===== config.mk =====
export PLATFORM = sky130hd
export DESIGN_NAME = shift_frame_register
export DESIGN_NICKNAME = d
export VERILOG_FILES = /design/src/rtl/shift_frame_register.sv
export SDC_FILE = /design/constraint.sdc
export NUM_CORES = 1
export LEC_CHECK = 0
export CAP_MARGIN = 20
export CORE_UTILIZATION = 45
export DETAILED_ROUTE_END_ITERATION = 8
export GPL_TIMING_DRIVEN = 0
export PLACE_DENSITY = 0.94
export SYNTH_ARGS = -nofsm -noshare
export SYNTH_HDL_FRONTEND = slang
export SYNTH_SLANG_ARGS = --single-unit

===== constraint.sdc =====
create_clock -name clk -period 4 [get_ports clk]
set_input_delay 1.2 -clock clk [delete_from_list [all_inputs] [get_ports clk]]
set_output_delay 1.2 -clock clk [all_outputs]
set_load 0.03 [all_outputs]

===== src/rtl/shift_frame_register.sv =====
// shift_frame_register: parallel-load / serial-shift frame register.
// Transmit word is loaded by handshake; the received word is offered by handshake.
module shift_frame_register #(
    parameter int   Width      = 8,
    parameter logic ResetValue = 1'b0,
    parameter bit   MsbFirst   = 1'b0
) (
    input  logic                       clk,
    input  logic                       rst_n,
    input  logic                       serial_in,
    output logic                       serial_out,
    input  logic                       enable,
    input  logic                       load_valid,
    output logic                       load_ready,
    input  logic [Width-1:0]           load_data,
    output logic                       frame_valid,
    input  logic                       frame_ready,
    output logic [Width-1:0]           frame_data,
    output logic [$clog2(Width+1)-1:0] bit_count,
    output logic                       busy
);
    localparam int CW = $clog2(Width + 1);
    localparam logic [CW-1:0] LastCount = CW'(Width - 1);

    typedef enum logic [1:0] {IDLE, SHIFT, HOLD} state_t;

    state_t           r_state;
    state_t           w_next;
    logic [Width-1:0] r_shift;
    logic [Width-1:0] w_shifted;
    logic [CW-1:0]    r_count;
    logic             w_load;
    logic             w_step;

    assign busy        = r_state == SHIFT;
    assign frame_valid = r_state == HOLD;
    assign load_ready  = (r_state == IDLE) | (frame_valid & frame_ready);
    assign frame_data  = r_shift;
    assign bit_count   = r_count;
    assign w_load      = load_valid & load_ready;
    assign w_step      = busy & enable;
    assign w_shifted   = MsbFirst ? {r_shift[Width-2:0], serial_in} : {serial_in, r_shift[Width-1:1]};
    // Outside SHIFT the line idles at the fill level.
    assign serial_out  = busy ? (MsbFirst ? r_shift[Width-1] : r_shift[0]) : ResetValue;

    always_comb begin
        w_next = r_state;
        if (w_load)
            w_next = SHIFT;
        else if (w_step && r_count == LastCount)
            w_next = HOLD;
        else if (frame_valid && frame_ready)
            w_next = IDLE;
    end

    always_ff @(posedge clk or negedge rst_n) begin
        if (!rst_n)
            r_state <= IDLE;
        else
            r_state <= w_next;
    end

    always_ff @(posedge clk or negedge rst_n) begin
        if (!rst_n) begin
            r_shift <= {Width{ResetValue}};
            r_count <= '0;
        end else if (w_load) begin
            r_shift <= load_data;
            r_count <= '0;
        end else if (w_step) begin
            r_shift <= w_shifted;
            r_count <= r_count + CW'(1);
        end
    end
endmodule

; ---- After elaboration in Yosys (flattened, before gate mapping)
; Cells that the tools add are included.
; W data, S select, Z words.
[word_totals]
regBits = 14
in_bits = 14
wordCells = 24
[classes]
add_sub_neg = 1
eq_ne = 3
n_mux = 8
n_bitwise = 4
n_reduce_logical = 5
[ops]
columns = operator, count
row1 = $mux W8, 2
row2 = $mux W4, 2
row3 = $mux W2, 3
row4 = $add A4 B1 Y4 const B, 1
row5 = $eq A4 B3 Y1 const B, 1
row6 = $and A1 B1 Y1, 3
row7 = $reduce_bool A3 Y1, 1
row8 = $eq A2 B1 Y1 const B, 1
row9 = $eq A2 B2 Y1 const B, 1
row10 = $logic_and A1 B1 Y1, 2
row11 = $logic_not A2 Y1, 1
row12 = $reduce_bool A2 Y1, 1
row13 = $mux W1, 1
row14 = $or A1 B1 Y1, 1

; ---- Longest topological paths before layout
[depth]
depth_word = 5
mapped_depth = 5

; ---- Worst setup path after synthesis
; Ideal clock, no wire load.
[synth_timing]
path_type = in2out
start = input frame_ready
end = output load_ready
arrival_time_ns = 1.650
required_ns = 2.800
slack_ns = 1.150
stages = 2
n_path_buf = 0
path_cell_list = nor2b_1 > nor2_1
[synth_via]
elab_chain_cells = 2
[synth_lines]
columns = item, line_no
row1 = start: declaration, 17  ; input logic frame_ready,
row2 = $and A1 B1 Y1, 37  ; assign load_ready = (r_state == IDLE) | (frame_valid & frame_ready);
row3 = $or A1 B1 Y1, 37
row4 = end: declaration, 14  ; output logic load_ready,
; No other way between the ends.

; ---- Worst setup path after layout
; Ends and elaborated chain as after synthesis.

==> summary.md <==
| Metric | Value |
|---|---|
| Ys async rst share | `100%` |
| CP max FO | `2` |
| WL/cell | `15.2 um` |
| Final Net Count | `109` |
| Dpl ws | `0.294 ns` |
| CP arrival | `2.51 ns` |
| Die width | `42.7 um` |
| Worst Hold Depth | `3` |
| Finished Cell Area | `0.00109 sq mm` |
| Final worst slack | `0.291 ns` |
| CP required | `2.80 ns` |
| Share of the synthesized area in the top cell type | `47.0%` |
| Starting density of the core | `48.9%` |
| TritonCTS clock tree | `yes` |
| Port-buffer cells | `29` |
| Clock slew at reported path FFs | `0.09 ns` |
| Grt ovf | `0` |
| Endpoints failing hold | `0` |
| Hold endpoint | `bit_count[3]$_DFFE_PN0P_` |
| Area leader, netlist | `dfrtp_1` |
| Syn nets | `75` |
| Hold_sp | `bit_count[3]$_DFFE_PN0P_` |
| Initial drt markers | `6` |
| Capturing point of the worst reg2reg path | `frame_data[4]$_DFFE_PN0P_` |
| Mean post-synth cell area | `12.4 sq um` |
| # Post-CTS Setup Buffers | `0` |
| Vias | `596` |
| WS Path Type | `in2out` |
| Endpoints failing setup | `0` |
| Max VDD drop | `551 uV` |
| Fin crit share | `92.7%` |
| Synthesized flop and latch total | `14` |
| Most frequent cell after synthesis | `dfrtp_1` |
| Max Cap Viol | `0` |
| Synth Warn # | `0` |
| CTS root buffer | `clkbuf_4` |
| Worst r2r path cells | `4` |
| Top Ports | `30` |
| Max-slew violation count | `0` |
| Htree depth | `1` |
| Initial antenna violation count | `0` |
| Drt via density | `5.47` |
| # rows | `14` |
| CP endpoint kind | `output port` |
| Primary FF master, synth | `dfrtp_1` |
| Post-synth EDFFs | `0` |
| HPWL after DPL | `1.14 mm` |
| First-pass GRT wire length | `2.82 mm` |
| Post-layout util | `71.7%` |
| Antenna cells | `0` |
| Largest net degree at the start of global routing | `15` |
| Post-cts repair resize count | `0` |
| Seq/Total Area, Yosys | `47.0%` |
| Worst-margin pin slew | `0.649 ns` |
| Post-synth top cells | `dfrtp_1, mux2_2, mux2_4` |
| Pwr/cell area | `912 mW/mm^2` |
| Hold WC Path Type | `reg2reg` |
| Clk buf depth | `2` |
| WL final | `1.66 mm` |
| GRT Overall Usage | `21.6%` |
| Slew margin rel. | `56.6%` |
| GP Congestion | `0.680` |
| DRC Markers | `0` |
| Distinct cell type count after synthesis | `23` |
| Clk_skew | `0.00678 ns` |
| Leak | `0.472 nW` |
| Fin crit period | `3.71 ns` |
| Cells after Synth | `60` |
| Vias in the first global route | `636` |
| Share of cells above drive strength 1 | `25.8%` |
| R2r setup slk | `2.31 ns` |
| Fmax | `270 MHz` |
| Unrepaired setup endpoints after global routing | `false` |
| Clock sink count | `14` |
| Layout area overhead | `46.5%` |
| Setup TNS | `0 ns` |
| Hold-fix buffers, CTS | `0` |
| RR Startpoint | `r_state[1]$_DFFE_PN0P_` |
| Placed Area | `0.00106 sq mm` |
| Mapped Area | `746 sq um` |
| Synth area leaders | `dfrtp_1, mux2_2, mux2_4` |
| Detail Route Antenna Nets | `0` |
| Setup crit start kind | `primary input` |
| Status | `completed` |
| Insertion delay to the later sink of the worst-skew pair | `0.28 ns` |
| CTS Buf Count | `3` |
| Pre-Repair DR Iteration Count | `4` |
| Core box area | `0.00152 sq mm` |
| Area of the die | `0.00182 sq mm` |
| Die Ht | `42.7 um` |
-- sequential cells by signal, indices dropped and copies added (netlist names) --
name / flops
frame_data: 8
bit_count: 4
r_state: 2
-- area by class of cell --
type / count / area [sq um]
fill: 101 / 432
multi-input combinational: 41 / 358
sequential: 14 / 350
timing repair buffer: 29 / 290
clock buffer: 4 / 36.3
buffer: 3 / 30.0
tap: 16 / 20.0
inverter: 2 / 7.51
-- metrics by stage --
step,hold WS (ns),cells,total power [mW]
after floorplan,0.541,60,0.670
after global placement,0.546,105,0.870
after detailed placement,0.561,105,0.888
after CTS,0.592,109,1.00
after global routing,0.621,109,1.05
final,0.591,109,0.996
-- power by group --
part / internal [mW] / switching [mW]
Sequential: 0.212 / 0.0611
Clock: 0.0554 / 0.0480
Combinational: 0.315 / 0.305
-- how the worst max path moves through the flow --
stage                      from          to  slack, ns  depth (start not counted)
floorplan           frame_ready  load_ready       1.15                          2
global placement    frame_ready  load_ready       0.30                          4
detailed placement  frame_ready  load_ready       0.29                          4
CTS                 frame_ready  load_ready       0.29                          4
global route        frame_ready  load_ready       0.24                          4
finish              frame_ready  load_ready       0.29                          4
-- cells in the final DEF, fill, tap and decap left out, drive strengths merged --
cell type | synthesis | layout
nand4 | 1 | 1
mux2 | 16 | 16
nand4b | 1 | 1
o21ai | 1 | 1
nor2 | 3 | 3
a21oi | 2 | 2
nand2 | 3 | 3
nor2b | 3 | 3
and3 | 1 | 1
xnor2 | 1 | 1
xor2 | 1 | 1
inv | 2 | 2
and2 | 1 | 1
a21o | 2 | 2
nor3b | 1 | 1
clkdlybuf4s50 | 0 | 29
buf | 3 | 3
nand3b | 1 | 1
ha | 1 | 1
dfrtp | 14 | 14
clkbuf | 0 | 4
nand3 | 1 | 1
and3b | 1 | 1
-- critical path, cell delays in order --
cell and delay [ns]:
clkdlybuf4s50_1 0.48, nor2b_1 0.07, nor2_1 0.09, clkdlybuf4s50_1 0.68
-- layer usage --
| layer | share of wire (%) | track usage [%] |
|---|---|---|
| met3 | 5.5 | 5.11 |
| met2 | 53 | 36.4 |
| met4 | 2.9 | 14.4 |
| met5 | 0 | 0 |
| met1 | 39 | 23.9 |
-- kinds of logic (layout without fill, tap and decap cells) --
logic type,Yosys count,in the layout,share of synthesized area [%]
XOR/XNOR,2,2,2.35
adder cells (fa/ha/maj),1,1,1.68
buffers and inverters,5,38,5.03
AO/OA/AOI/OAI,5,5,4.03
flip-flops,14,14,47.0
multiplexers,16,16,26.2
AND/OR/NAND/NOR,17,17,13.8
(Power assumes the default switching activity.)
